--- config.mk ---
export PLATFORM = sky130hd
export DESIGN_NAME = i2c_slave_rx
export DESIGN_NICKNAME = d
export VERILOG_FILES = /design/src/rtl/i2c_pkg.sv /design/src/rtl/i2c_sync_edge.sv /design/src/rtl/i2c_slave_rx.sv
export SDC_FILE = /design/constraint.sdc
export NUM_CORES = 1
export LEC_CHECK = 0
export BUFFER_PORTS_ARGS = -buffer_cell sky130_fd_sc_hd__buf_4
export CAP_MARGIN = 20
export CORE_ASPECT_RATIO = 0.75
export CORE_MARGIN = 1
export CORE_UTILIZATION = 60
export CTS_CLUSTER_SIZE = 20
export DETAILED_ROUTE_END_ITERATION = 12
export PLACE_DENSITY = 0.82
export SLEW_MARGIN = 15
export SYNTH_ARGS = -nofsm -noshare
export SYNTH_HDL_FRONTEND = slang
export SYNTH_SLANG_ARGS = --single-unit
--- constraint.sdc ---
create_clock -name clk -period 3.6 [get_ports clk]
set_input_delay 0.18 -clock clk [delete_from_list [all_inputs] [get_ports clk]]
set_output_delay 0.18 -clock clk [all_outputs]
set_load 0.02 [all_outputs]
--- src/rtl/i2c_pkg.sv ---
// Shared types and constants for the I2C slave receiver.
package i2c_pkg;

  typedef enum logic [2:0] {
    ST_IDLE,
    ST_ADDR,
    ST_ADDR_ACK,
    ST_WRITE,
    ST_WRITE_ACK,
    ST_READ,
    ST_READ_ACK
  } state_e;

  localparam logic I2C_ACK  = 1'b0;
  localparam logic I2C_NACK = 1'b1;

  localparam logic RW_WRITE = 1'b0;
  localparam logic RW_READ  = 1'b1;

endpackage

--- src/rtl/i2c_sync_edge.sv ---
// Input synchronizer for one bus line with a history flop for edge pulses.
module i2c_sync_edge #(
  parameter int STAGES = 2
) (
  input  logic clk,
  input  logic rst_n,
  input  logic d_i,
  output logic level_o,
  output logic rise_o,
  output logic fall_o
);

  logic [STAGES-1:0] sync_q;
  logic              hist_q;

  // Reset to 1 so an idle bus produces no edges after reset.
  always_ff @(posedge clk or negedge rst_n) begin
    if (!rst_n) begin
      sync_q <= '1;
      hist_q <= 1'b1;
    end else begin
      sync_q <= {sync_q[STAGES-2:0], d_i};
      hist_q <= sync_q[STAGES-1];
    end
  end

  assign level_o = sync_q[STAGES-1];
  assign rise_o  = level_o & ~hist_q;
  assign fall_o  = ~level_o & hist_q;

endmodule

--- src/rtl/i2c_slave_rx.sv ---
// Open-drain I2C slave target: address match, write receive, read serve.
module i2c_slave_rx
  import i2c_pkg::*;
#(
  parameter logic [6:0] SLAVE_ADDR  = 7'b1010100,
  parameter int         SYNC_STAGES = 2
) (
  input  logic       clk,
  input  logic       reset,
  input  logic       scl_in,
  input  logic       sda_in,
  output logic       sda_oe,
  output logic [7:0] rx_data,
  output logic       rx_valid,
  input  logic [7:0] tx_data,
  output logic       tx_req,
  output logic       rw_bit,
  output logic       busy
);

  logic scl_lvl, scl_rise, scl_fall;
  logic sda_lvl, sda_rise, sda_fall;
  logic start_det, stop_det;

  i2c_sync_edge #(.STAGES(SYNC_STAGES)) u_scl (
    .clk(clk), .rst_n(reset), .d_i(scl_in),
    .level_o(scl_lvl), .rise_o(scl_rise), .fall_o(scl_fall)
  );

  i2c_sync_edge #(.STAGES(SYNC_STAGES)) u_sda (
    .clk(clk), .rst_n(reset), .d_i(sda_in),
    .level_o(sda_lvl), .rise_o(sda_rise), .fall_o(sda_fall)
  );

  assign start_det = sda_fall & scl_lvl;
  assign stop_det  = sda_rise & scl_lvl;

  state_e     state_q, state_d;
  logic [2:0] bitcnt_q, bitcnt_d;
  logic [7:0] shift_q, shift_d;
  logic [7:0] rx_data_q, rx_data_d;
  logic       done_q, done_d;
  logic       match_q, match_d;
  logic       ack_q, ack_d;
  logic       oe_q, oe_d;
  logic       rxv_q, rxv_d;
  logic       txr_q, txr_d;
  logic       rw_q, rw_d;
  logic       busy_q, busy_d;

  always_ff @(posedge clk or negedge reset) begin
    if (!reset) begin
      state_q   <= ST_IDLE;
      bitcnt_q  <= '0;
      shift_q   <= '0;
      rx_data_q <= '0;
      done_q    <= 1'b0;
      match_q   <= 1'b0;
      ack_q     <= 1'b0;
      oe_q      <= 1'b0;
      rxv_q     <= 1'b0;
      txr_q     <= 1'b0;
      rw_q      <= 1'b0;
      busy_q    <= 1'b0;
    end else begin
      state_q   <= state_d;
      bitcnt_q  <= bitcnt_d;
      shift_q   <= shift_d;
      rx_data_q <= rx_data_d;
      done_q    <= done_d;
      match_q   <= match_d;
      ack_q     <= ack_d;
      oe_q      <= oe_d;
      rxv_q     <= rxv_d;
      txr_q     <= txr_d;
      rw_q      <= rw_d;
      busy_q    <= busy_d;
    end
  end

  always_comb begin
    state_d   = state_q;
    bitcnt_d  = bitcnt_q;
    shift_d   = shift_q;
    rx_data_d = rx_data_q;
    done_d    = done_q;
    match_d   = match_q;
    ack_d     = ack_q;
    oe_d      = oe_q;
    rxv_d     = 1'b0;
    txr_d     = 1'b0;
    rw_d      = rw_q;
    busy_d    = busy_q;
    // Bus conditions win over any clock edge seen on the same cycle.
    if (start_det || stop_det) begin
      state_d  = start_det ? ST_ADDR : ST_IDLE;
      bitcnt_d = '0;
      done_d   = 1'b0;
      oe_d     = 1'b0;
      busy_d   = 1'b0;
    end else begin
      unique case (state_q)
        ST_ADDR: begin
          if (scl_rise) begin
            shift_d  = {shift_q[6:0], sda_lvl};
            bitcnt_d = bitcnt_q + 3'd1;
            if (bitcnt_q == 3'd7) begin
              done_d  = 1'b1;
              match_d = (shift_q[6:0] == SLAVE_ADDR);
              rw_d    = sda_lvl;
            end
          end else if (scl_fall && done_q) begin
            done_d = 1'b0;
            if (match_q) begin
              oe_d    = 1'b1;
              busy_d  = 1'b1;
              state_d = ST_ADDR_ACK;
            end else begin
              state_d = ST_IDLE;
            end
          end
        end
        ST_ADDR_ACK: begin
          if (scl_fall) begin
            bitcnt_d = '0;
            if (rw_q == RW_READ) begin
              txr_d   = 1'b1;
              shift_d = tx_data;
              oe_d    = ~tx_data[7];
              state_d = ST_READ;
            end else begin
              oe_d    = 1'b0;
              state_d = ST_WRITE;
            end
          end
        end
        ST_WRITE: begin
          if (scl_rise) begin
            shift_d  = {shift_q[6:0], sda_lvl};
            bitcnt_d = bitcnt_q + 3'd1;
            if (bitcnt_q == 3'd7) begin
              rx_data_d = {shift_q[6:0], sda_lvl};
              rxv_d     = 1'b1;
              done_d    = 1'b1;
            end
          end else if (scl_fall && done_q) begin
            done_d  = 1'b0;
            oe_d    = 1'b1;
            state_d = ST_WRITE_ACK;
          end
        end
        ST_WRITE_ACK: begin
          if (scl_fall) begin
            oe_d    = 1'b0;
            state_d = ST_WRITE;
          end
        end
        ST_READ: begin
          // Each fall ends the high phase of the bit currently on the bus.
          if (scl_fall) begin
            if (bitcnt_q == 3'd7) begin
              bitcnt_d = '0;
              oe_d     = 1'b0;
              state_d  = ST_READ_ACK;
            end else begin
              bitcnt_d = bitcnt_q + 3'd1;
              shift_d  = {shift_q[6:0], 1'b0};
              oe_d     = ~shift_q[6];
            end
          end
        end
        ST_READ_ACK: begin
          if (scl_rise) begin
            ack_d = sda_lvl;
          end else if (scl_fall) begin
            if (ack_q == I2C_ACK) begin
              txr_d   = 1'b1;
              shift_d = tx_data;
              oe_d    = ~tx_data[7];
              state_d = ST_READ;
            end else begin
              oe_d    = 1'b0;
              busy_d  = 1'b0;
              state_d = ST_IDLE;
            end
          end
        end
        default: ;
      endcase
    end
  end

  assign sda_oe   = oe_q;
  assign rx_data  = rx_data_q;
  assign rx_valid = rxv_q;
  assign tx_req   = txr_q;
  assign rw_bit   = rw_q;
  assign busy     = busy_q;

endmodule

==> results of run 1 <==
-- final cells by class --
| type | instances | share of cell area, % |
|---|---|---|
| multi-input combinational | 116 | 43.8 |
| tap | 38 | 2.09 |
| inverter | 5 | 0.826 |
| clock inverter | 2 | 1.54 |
| clock buffer | 6 | 3.63 |
| timing repair buffer | 27 | 9.25 |
| sequential | 35 | 38.9 |
-- worst max-delay path: cells and delay by family, from the launching register on --
kind             cells  cell delay (ns)
multiplexers         1             0.35
AND/OR/NAND/NOR      2             0.77
AO/OA/AOI/OAI        1             0.20
flip-flops           1             0.75
-- power by group through the flow --
stage | combinational (mW) | sequential [mW] | clock (mW)
global placement | 0.114 | 0.500 | 0
CTS | 0.124 | 0.496 | 0.373
detailed placement | 0.120 | 0.503 | 0
floorplan | 0.0929 | 0.479 | 0
global route | 0.136 | 0.506 | 0.392
finish | 0.123 | 0.498 | 0.373
-- worst paths after layout --
path                                    to  slack (ns)  cells past startpoint       startpoint
min in group asynchronous       rx_data[1]        0.35                      2            reset
setup reg to reg                shift_q[4]        1.41                      4       state_q[1]
setup / recovery                shift_q[4]        1.41                      4       state_q[1]
hold / removal                  shift_q[2]        0.22                      3       tx_data[2]
max in group asynchronous     u_scl.hist_q        2.89                      2            reset
hold reg to reg            u_scl.sync_q[1]        0.36                      0  u_scl.sync_q[0]
-- routing by layer --
layer	GRT usage, %	vias to the layer above
li1	-	659
met1	41.7	722
met2	40.6	59
met3	7.59	10
met4	16.0	0
met5	0	-
-- metrics by stage --
stage	utilization (%)	instance area [µm²]
global placement	70.3	2120
CTS	75.2	2270
floorplan	-	1940
detailed placement	70.3	2120
finish	75.2	2270
global route	75.2	2270
-- layout by cell type (no fill, tap or decap), types with 2 or more instances in the layout --
master / n
buf_4: 24
dfstp_2: 6
nand4_1: 2
dfrtp_1: 29
o31ai_1: 2
mux2i_1: 3
dlygate4sd3_1: 3
o21ai_0: 10
nand2b_1: 3
nand3_1: 3
nor2_1: 5
or4b_1: 2
clkbuf_8: 6
a21oi_1: 7
mux2_4: 10
nand2_1: 11
nor2b_1: 5
a21o_1: 2
mux2_1: 7
and2_1: 2
ha_1: 2
nand4_4: 2
nor3_1: 2
mux2_2: 7
inv_1: 5
-- logic make-up (layout without fill, tap and decap cells) --
logic type,Yosys count,after routing,share of synthesized area (%)
and+or+nand+nor,49,49,17.1
AOI/OAI and AO/OA,37,37,14.9
DFF,35,35,45.4
muxes,27,27,17.4
buffers and inverters,13,40,3.41
adders and majority gates,2,2,1.29
xor gates and xnor gates,1,1,0.451
-- registers in the layout, summed over array words and instances (netlist names) --
name,cells
u_scl.hist_q,1
u_scl.sync_q,2
rx_valid,1
rx_data,8
u_sda.hist_q,1
state_q,3
u_sda.sync_q,2
ack_q,1
rw_bit,1
shift_q,7
tx_req,1
sda_oe,1
bitcnt_q,3
busy,1
done_q,1
match_q,1
-- synthesized netlist by cell type, types with 2 or more instances --
| cell | n |
|---|---|
| mux2_1 | 7 |
| nand2_1 | 11 |
| nor2b_1 | 5 |
| buf_4 | 2 |
| mux2_2 | 7 |
| mux2i_1 | 3 |
| or4b_1 | 2 |
| a21o_1 | 2 |
| ha_1 | 2 |
| mux2_4 | 10 |
| buf_2 | 5 |
| dfstp_2 | 6 |
| nor2_1 | 5 |
| dfrtp_1 | 29 |
| a21oi_1 | 7 |
| nand4_1 | 2 |
| nand4_4 | 2 |
| nand3_1 | 3 |
| o21ai_0 | 10 |
| o31ai_1 | 2 |
| nor3_1 | 2 |
| inv_1 | 5 |
| and2_1 | 2 |
| nand2b_1 | 3 |
-- timing repair --
action | 4_1_cts | 5_1_grt
setup buffers | 0 | 0
hold buffers | 3 | 0
endpoints found under the hold margin | 31 | 0
==> flow_metrics.py, run 1 <==
metrics = {
    "drt": {
        "wl_met3_um": 310,
        "vias": 1450,
        "met1_length_mm": 1.99,
        "highest_layer": "met4",
        "drt_iter0_drc": 143,
        "drcViolationCount": 0,
        "routedWlPerCell_um": 18.5,
        "vias_per_cell": 6.33,
        "dr_wl_met2_mm": 1.84,
        "drt-total-wl_mm": 4.24,
        "antenna_left": 0,
        "dr.pass1.iters": 4,
    },
    "run_status": {
        "status": "finished, final reports clean",
    },
    "yosys": {
        "synth_warnings": 0,
        "synth_area_per_cell_um2": 11.9,
        "ys_async_sr_fraction_pct": 100,
        "syn_nets": 178,
        "synth_cells": 164,
        "synth-edff-count": 0,
        "synth_area_mm2": 0.00194,
        "synth_top_area_share_pct": 37.3,
        "ys_types": 54,
        "ys_seq_elements": 35,
        "yosysSeqAreaShare_pct": 45.4,
        "yosys-top-cells-area": "dfrtp_1 37%, dfstp_2 8.1%, mux2_4 7.7%",
        "ys.flop_type": "dfrtp_1",
        "yosysTopAreaCell": "dfrtp_1",
    },
    "final_layout": {
        "diodes": 0,
        "finish.net_count": 204,
        "fin_cells": 229,
        "fillers": 214,
        "seq_area_um2": 883,
        "areaGrowthSynthToFinish_pct": 16.9,
        "multiInputGateArea_um2": 995,
        "layout-drive-gt1-share_pct": 35.6,
    },
    "setup_path": {
        "crit_type": "flip-flop to flip-flop",
        "crit_chain": "nor2b_1 -> o211ai_2 -> nand4_4 -> mux2_1",
        "cp_slowest_cell": "dfrtp_1",
        "crit_fanout": 18,
        "cp_slowest_stage_delay_ns": 0.75,
        "start_kind": "flip-flop",
        "cp.required_ns": 3.77,
        "critPathArrivalTime_ns": 2.37,
        "critPathCaptureType": "flip-flop",
    },
    "global_routing": {
        "grt_usage_pct": 29.5,
        "grt_pass1_wl_mm": 7.04,
        "first_global_vias": 1386,
        "antenna_found_initial": 0,
        "grt_start_max_net_pins": 36,
        "grt.overflow.total": 0,
    },
    "floorplanning": {
        "ios": 25,
        "rows": 17,
        "die_h_um": 51.3,
        "core_mm2": 0.00302,
        "die_w_um": 67.7,
        "dieArea_mm2": 0.00347,
        "initial_core_util_pct": 64.4,
    },
    "clock_network": {
        "cts_resized": 0,
        "htreeDepth": 2,
        "cts-root-to-sink-buffers": 2,
        "clk_pin_slew_ns": 0.08,
        "cts_sinks": 35,
        "cts_tree": "yes",
        "clk_latency_ns": 0.30,
        "clock-root-buffer": "clkbuf_8",
        "cts_buffers": 5,
    },
    "power": {
        "p_sw_uw": 260,
        "powerDensity_mw_per_mm2": 437,
        "swShare_pct": 26.1,
        "ir_drop_mv": 0.313,
        "power_frac_comb_pct": 12.4,
        "p_int_uw": 734,
        "pwr-share-clk_pct": 37.5,
        "p_leak_nw": 1.03,
        "seqPwrFrac_pct": 50.1,
        "total_power_uw": 994,
    },
    "sta": {
        "tightest_slew_ns": 0.833,
        "fin_ws_ns": 1.41,
        "final_hold_viol_count": 0,
        "finalSetupViolations": 0,
        "slew_headroom_pct": 44.5,
        "max_freq_ghz": 0.456,
        "layout_min_cycle_time_ns": 2.19,
        "final.setup_skew_ns": 0.00974,
        "period_share_pct": 61.0,
        "drv_slew": 0,
        "rsz0062_at_grt": "false",
        "holdWs_ns": 0.217,
        "setup_tns_ns": 0,
    },
    "flow_run": {
        "drv_cap": 0,
    },
    "worst_hold_path": {
        "min_path_type": "primary input to flip-flop",
    },
    "placed_design": {
        "dp_slack_ns": 1.47,
        "dp.cells": 218,
        "hpwlAfterDp_mm": 2.95,
        "gp_congestion": 0.979,
        "place.port_buffers": 24,
    },
}
Power figures use the tool's default switching activity.
==> run 2, diff against run 1 <==
--- a/config.mk
+++ b/config.mk
@@ -5,14 +5,15 @@
 export SDC_FILE = /design/constraint.sdc
 export NUM_CORES = 1
 export LEC_CHECK = 0
+export ABC_AREA = 1
 export BUFFER_PORTS_ARGS = -buffer_cell sky130_fd_sc_hd__buf_4
 export CAP_MARGIN = 20
 export CORE_ASPECT_RATIO = 0.75
 export CORE_MARGIN = 1
-export CORE_UTILIZATION = 60
+export CORE_UTILIZATION = 56
 export CTS_CLUSTER_SIZE = 20
 export DETAILED_ROUTE_END_ITERATION = 12
-export PLACE_DENSITY = 0.82
+export PLACE_DENSITY = 0.78
 export SLEW_MARGIN = 15
 export SYNTH_ARGS = -nofsm -noshare
 export SYNTH_HDL_FRONTEND = slang
==> constraint.sdc (replaced) <==
create_clock -name clk -period 2.1 [get_ports clk]
set_input_delay 0.105 -clock clk [delete_from_list [all_inputs] [get_ports clk]]
set_output_delay 0.105 -clock clk [all_outputs]
set_load 0.02 [all_outputs]
==> run 2 against run 1 <==
Net effect: via count rose by 13%; routed wire length fell by 4.8%; worst setup slack got worse by 1.1 ns; global-route usage fell by 3.1 points; register-to-register slack got worse by 1.1 ns; synthesized area fell by 5.1%; clock power rose by 58%; synthesized cell count rose by 44%; non-clock buffer count rose by 1; highest routed layer unchanged.
==> flow_metrics.py, run 2 <==
metrics = {
    "run_status": {
        "status": "finished, final reports clean",
    },
    "power": {
        "power_frac_comb_pct": 24.7,
        "pwr-share-clk_pct": 30.7,
        "powerDensity_mw_per_mm2": 881,
        "p_leak_nw": 1.13,
        "p_sw_uw": 619,
        "p_int_mw": 1.30,
        "ir_drop_mv": 0.596,
        "seqPwrFrac_pct": 44.6,
        "swShare_pct": 32.2,
    },
    "setup_path": {
        "start_kind": "flip-flop",
        "critPathCaptureType": "flip-flop",
        "critPathArrivalTime_ns": 1.99,
        "crit_chain": "inv_1 -> nand3_2 -> nand2_1 -> inv_2 -> nand2_1 -> nor2_1 -> nand2_2 -> nand2_1 -> o21ai_2",
        "cp_slowest_cell": "dfstp_2",
        "timing.critical_path.mode_cell": "nand2_1",
        "cp_slowest_stage_delay_ns": 0.54,
        "crit_type": "flip-flop to flip-flop",
        "crit_fanout": 13,
        "cp.required_ns": 2.27,
    },
    "global_routing": {
        "antenna_found_initial": 0,
        "first_global_vias": 1510,
        "grt.overflow.total": 0,
        "grt_pass1_wl_mm": 6.80,
        "grt_start_max_net_pins": 36,
        "grt_usage_pct": 26.4,
    },
    "final_layout": {
        "final_cell_mix": "68 x nand2_1, 29 x dfrtp_1, 25 x nor2_1, 25 x buf_4, 22 x inv_1",
        "finish.net_count": 280,
        "fillers": 254,
        "mostFrequentLayoutCell": "nand2_1",
        "utilization_pct": 71.7,
        "diodes": 0,
        "areaGrowthSynthToFinish_pct": 18.3,
        "layout-drive-gt1-share_pct": 22.8,
        "design_area_mm2": 0.00218,
        "largest_register_ffs": 8,
    },
    "placed_design": {
        "hpwlAfterDp_mm": 2.93,
        "gp_congestion": 0.951,
        "dp_slack_ns": 0.302,
        "dpl_cell_area_mm2": 0.00205,
        "place.port_buffers": 24,
    },
    "yosys": {
        "yosys-top-cells-area": "dfrtp_1 39%, nand2_1 14%, dfstp_2 8.5%",
        "ys_types": 27,
        "synth_common_cells": "68 x nand2_1, 29 x dfrtp_1, 25 x nor2_1, 22 x inv_1, 14 x nand3_1",
        "synth_area_mm2": 0.00184,
        "synth_cells": 236,
        "syn_nets": 250,
        "yosysTopAreaCell": "dfrtp_1",
        "yosysMostFrequentCell": "nand2_1",
        "ys_async_sr_fraction_pct": 100,
        "ys_seq_elements": 35,
        "synth-edff-count": 0,
        "ys.flop_type": "dfrtp_1",
        "synth_area_per_cell_um2": 7.81,
        "synth_warnings": 0,
        "yosysSeqAreaShare_pct": 47.9,
        "synth_top_area_share_pct": 39.3,
    },
    "sta": {
        "holdWs_ns": 0.142,
        "fin_ws_ns": 0.274,
        "tightest_slew_ns": 0.422,
        "final_hold_viol_count": 0,
        "final.setup_skew_ns": 0.00694,
        "setup_tns_ns": 0,
        "period_share_pct": 86.9,
        "drv_slew": 0,
        "finalSetupViolations": 0,
        "layout_min_cycle_time_ns": 1.83,
        "slew_headroom_pct": 71.9,
        "max_freq_ghz": 0.548,
        "rsz0062_at_grt": "false",
    },
    "drt": {
        "vias": 1636,
        "routedWlPerCell_um": 13.2,
        "drt_iter0_drc": 250,
        "vias_per_cell": 5.36,
        "dr.pass1.iters": 4,
        "drt-total-wl_mm": 4.04,
        "antenna_left": 0,
        "drcViolationCount": 0,
    },
    "floorplanning": {
        "rows": 17,
        "die_w_um": 68.3,
        "ios": 25,
        "die_h_um": 51.7,
        "core_mm2": 0.00304,
        "initial_core_util_pct": 60.6,
        "dieArea_mm2": 0.00353,
    },
    "clock_network": {
        "cts_tree": "yes",
        "clk_latency_ns": 0.29,
        "cts-root-to-sink-buffers": 2,
        "cts_resized": 0,
        "clk_pin_slew_ns": 0.07,
        "clock-root-buffer": "clkbuf_8",
        "htreeDepth": 2,
        "cts_sinks": 35,
        "cts_buffers": 5,
    },
    "flow_run": {
        "drv_cap": 0,
    },
    "worst_hold_path": {
        "min_path_type": "primary input to flip-flop",
    },
}
==> run 2: cell count changes after synthesis, sizes merged, moves of 14 or more <==
cell   change
inv       +21
mux2      -24
nand2     +64
nand3     +14
nor2      +24
o21ai     +14
==> run 2: area by class of cell <==
cell class / count / area, µm² / share of cell area, %
flip-flops and latches: 35 / 883 / 40.5
clock inverters: 1 / 30.0 / 1.38
clock buffers: 7 / 76.3 / 3.50
well taps: 38 / 47.5 / 2.18
repair buffers: 28 / 218 / 9.98
multi-input cells: 170 / 830 / 38.0
inverters: 26 / 97.6 / 4.47
==> run 2: repair_timing <==
| item | CTS | global route |
|---|---|---|
| hold buffers | 3 | 0 |
| hold endpoints to repair | 31 | 0 |
| setup buffers | 0 | 0 |
==> run 2: kinds of logic (layout without fill, tap and decap cells) <==
kind of cell | Yosys count | after routing | synth area share [%]
flops | 35 | 35 | 47.9
simple gates | 130 | 130 | 31.5
fa+ha+maj | 2 | 2 | 1.36
compound gates | 38 | 38 | 12.1
buf+inv | 31 | 62 | 7.12
==> run 2: per-layer routing <==
| layer | vias up | GRT usage [%] | share of wire [%] |
|---|---|---|---|
| li1 | 820 | - | - |
| met1 | 761 | 38.5 | 48 |
| met2 | 51 | 38.7 | 45 |
| met3 | 4 | 5.92 | 6.3 |
| met4 | 0 | 7.99 | 0.82 |
| met5 | - | 0 | 0 |
==> run 2: power by group through the flow <==
stage	combinational (mW)	clock [mW]	sequential, mW
finish	0.475	0.591	0.858
global route	0.540	0.625	0.870
CTS	0.479	0.595	0.856
detailed placement	0.470	0	0.867
global placement	0.455	0	0.860
floorplan	0.324	0	0.872
==> run 2: final timing paths <==
kind | slack [ns] | cells past startpoint | endpoint | from
min in group asynchronous | 0.29 | 2 | state_q[0] | reset
max in group asynchronous | 1.46 | 2 | u_scl.hist_q | reset
max | 0.27 | 9 | shift_q[1] | u_sda.sync_q[1]
max reg2reg | 0.27 | 9 | shift_q[1] | u_sda.sync_q[1]
min | 0.14 | 3 | shift_q[3] | tx_data[3]
min reg2reg | 0.36 | 0 | u_scl.sync_q[1] | u_scl.sync_q[0]
==> run 2: critical path: cells and delay by family (launching register included) <==
kind                   cells  cell delay, ns
flip-flops                 1            0.54
buffers and inverters      2            0.28
AO/OA/AOI/OAI              1            0.06
AND/OR/NAND/NOR            6            0.84
==> run 2: metrics by stage <==
stage / cells / total power, mW
final: 305 / 1.92
after global routing: 305 / 2.03
after CTS: 305 / 1.93
after detailed placement: 294 / 1.34
after global placement: 294 / 1.32
after floorplan: 236 / 1.20
==> run 3, diff against run 2 <==
--- a/config.mk
+++ b/config.mk
@@ -8,12 +8,14 @@
 export ABC_AREA = 1
 export BUFFER_PORTS_ARGS = -buffer_cell sky130_fd_sc_hd__buf_4
 export CAP_MARGIN = 20
+export CELL_PAD_IN_SITES_DETAIL_PLACEMENT = 0
+export CELL_PAD_IN_SITES_GLOBAL_PLACEMENT = 1
 export CORE_ASPECT_RATIO = 0.75
 export CORE_MARGIN = 1
-export CORE_UTILIZATION = 56
+export CORE_UTILIZATION = 42
 export CTS_CLUSTER_SIZE = 20
 export DETAILED_ROUTE_END_ITERATION = 12
-export PLACE_DENSITY = 0.78
+export PLACE_DENSITY_LB_ADDON = 0.1
 export SLEW_MARGIN = 15
 export SYNTH_ARGS = -nofsm -noshare
 export SYNTH_HDL_FRONTEND = slang
==> run 3 against run 2 <==
Net effect: power fell by 2.9%; non-clock buffer count did not move; sequential power fell by 0.8%; hold slack improved by 0.0013 ns; register-to-register slack got worse by 0.06 ns; global-route usage fell by 5.5 points; count of clock-buffer cells in the layout rose by 1; design area rose by 0.92%; first-iteration DRC count fell by 45%; routed wire length rose by 2.6%; sequential cell count did not move; critical path depth did not move.
==> flow_metrics.py, run 3 (synthesized netlist as in run 2, its figures left out) <==
metrics = {
    "sta": {
        "period_share_pct": 89.6,
        "fin_ws_ns": 0.218,
        "max_freq_ghz": 0.531,
        "final.setup_skew_ns": 0.00751,
        "setup_tns_ns": 0,
        "tightest_slew_ns": 0.447,
        "layout_min_cycle_time_ns": 1.88,
        "finalSetupViolations": 0,
        "final_hold_viol_count": 0,
        "rsz0062_at_grt": "false",
        "drv_slew": 0,
        "slew_headroom_pct": 70.2,
    },
    "clock_network": {
        "cts_buffers": 5,
        "cts_tree": "yes",
        "cts_setup_buffers": 0,
        "clk_pin_slew_ns": 0.07,
        "clk_latency_ns": 0.29,
        "htreeDepth": 2,
        "clock-root-buffer": "clkbuf_8",
        "cts_sinks": 35,
        "cts-root-to-sink-buffers": 2,
    },
    "final_layout": {
        "mostFrequentLayoutCell": "nand2_1",
        "areaGrowthSynthToFinish_pct": 19.4,
        "largest_register_ffs": 8,
        "design_area_mm2": 0.00220,
        "seq_area_um2": 883,
        "final_cell_mix": "68 x nand2_1, 29 x dfrtp_1, 25 x nor2_1, 25 x buf_4, 22 x inv_1",
        "fillers": 420,
        "diodes": 0,
        "layout-drive-gt1-share_pct": 23.2,
        "multiInputGateArea_um2": 835,
        "finish.net_count": 280,
    },
    "placed_design": {
        "dp_slack_ns": 0.181,
        "place.port_buffers": 24,
        "hpwlAfterDp_mm": 3.06,
        "dpl_cell_area_mm2": 0.00207,
        "gp_congestion": 0.867,
    },
    "setup_path": {
        "cp.required_ns": 2.27,
        "r2r_slack_ns": 0.22,
        "crit_fanout": 13,
        "start_kind": "flip-flop",
        "critPathArrivalTime_ns": 2.05,
        "critPathCaptureType": "flip-flop",
        "r2r-start": "u_sda.sync_q[1]",
        "crit_type": "flip-flop to flip-flop",
        "cp-startpoint": "u_sda.sync_q[1]",
    },
    "power": {
        "powerDensity_mw_per_mm2": 848,
        "total_power_mw": 1.87,
        "p_leak_nw": 1.14,
        "ir_drop_mv": 0.444,
    },
    "global_routing": {
        "grt.overflow.total": 0,
        "grt_start_max_net_pins": 36,
        "antenna_found_initial": 0,
        "first_global_vias": 1487,
        "grt_pass1_wl_mm": 7.20,
        "grt_usage_pct": 20.9,
    },
    "drt": {
        "drt-total-wl_mm": 4.14,
        "vias_per_cell": 4.92,
        "routedWlPerCell_um": 12.9,
        "vias": 1584,
        "drt_iter0_drc": 137,
        "antenna_left": 0,
        "drcViolationCount": 0,
        "dr.pass1.iters": 4,
    },
    "flow_run": {
        "drv_cap": 0,
    },
    "floorplanning": {
        "rows": 20,
        "die_w_um": 78.5,
        "ios": 25,
        "initial_core_util_pct": 44.7,
        "dieArea_mm2": 0.00466,
        "die_h_um": 59.4,
        "core_mm2": 0.00413,
    },
    "run_status": {
        "status": "finished, final reports clean",
    },
    "worst_hold_path": {
        "worstHoldStart": "tx_data[5]",
        "min_path_type": "primary input to flip-flop",
    },
}
-- run 3: cell types whose count changed in the layout (fill, tap and decap cells not counted) --
cell / previous run / this run
clkbuf_8: 5 / 7
bufinv_16: 1 / 0
clkbuf_1: 2 / 1
nand2_2: 6 / 5
nand2_4: 1 / 2
-- run 3: cell type report --
cell class | count | area share (%)
multi-input cells | 170 | 37.9
repair buffers | 28 | 9.89
well taps | 55 | 3.13
flip-flops and latches | 35 | 40.1
inverters | 26 | 4.43
clock buffers | 8 | 4.55
-- run 3: worst max-delay path, stage by stage, from the launching register on --
cell and delay, ns:
dfstp_2 0.54, inv_1 0.11, nand3_2 0.14, nand2_1 0.09
inv_2 0.20, nand2_1 0.08, nor2_1 0.24, nand2_4 0.19
nand2_1 0.12, o21ai_2 0.06
-- run 3: stage by stage --
| stage | cells | utilization (%) | hold WS, ns |
|---|---|---|---|
| 2_1_floorplan | 236 | - | -0.191 |
| 3_3_place_gp | 311 | 50.1 | 0.0879 |
| 3_5_place_dp | 311 | 50.1 | 0.0860 |
| 4_1_cts | 322 | 53.2 | 0.137 |
| 5_1_grt | 322 | 53.3 | 0.144 |
| 6_report | 322 | 53.3 | 0.143 |
-- run 3: metal layers --
layer	GRT usage (%)	share of wire (%)	vias up
met1	32.3	55	715
li1	-	-	816
met2	26.7	38	48
met5	0	0	-
met4	8.47	1.1	0
met3	5.85	5.5	5
-- run 3: final timing paths --
| path | depth (start not counted) | end |
|---|---|---|
| setup reg to reg | 9 | shift_q[2] |
| max in group asynchronous | 2 | u_scl.hist_q |
| hold / removal | 3 | shift_q[5] |
| setup / recovery | 9 | shift_q[2] |
| min in group asynchronous | 2 | state_q[2] |
| hold reg to reg | 0 | u_sda.sync_q[1] |
-- run 3: where the power goes --
group,switching [mW],total (mW),internal [mW]
clock,0.236,0.536,0.299
combinational,0.307,0.480,0.173
sequential,0.0737,0.851,0.778
total,0.617,1.87,1.25
-- run 3: repair_timing --
action | in CTS | in global routing
gates resized for setup | 0 | 1
hold buffers | 3 | 0
endpoints found under the hold margin | 31 | 0
endpoints found under the setup margin | 0 | 1
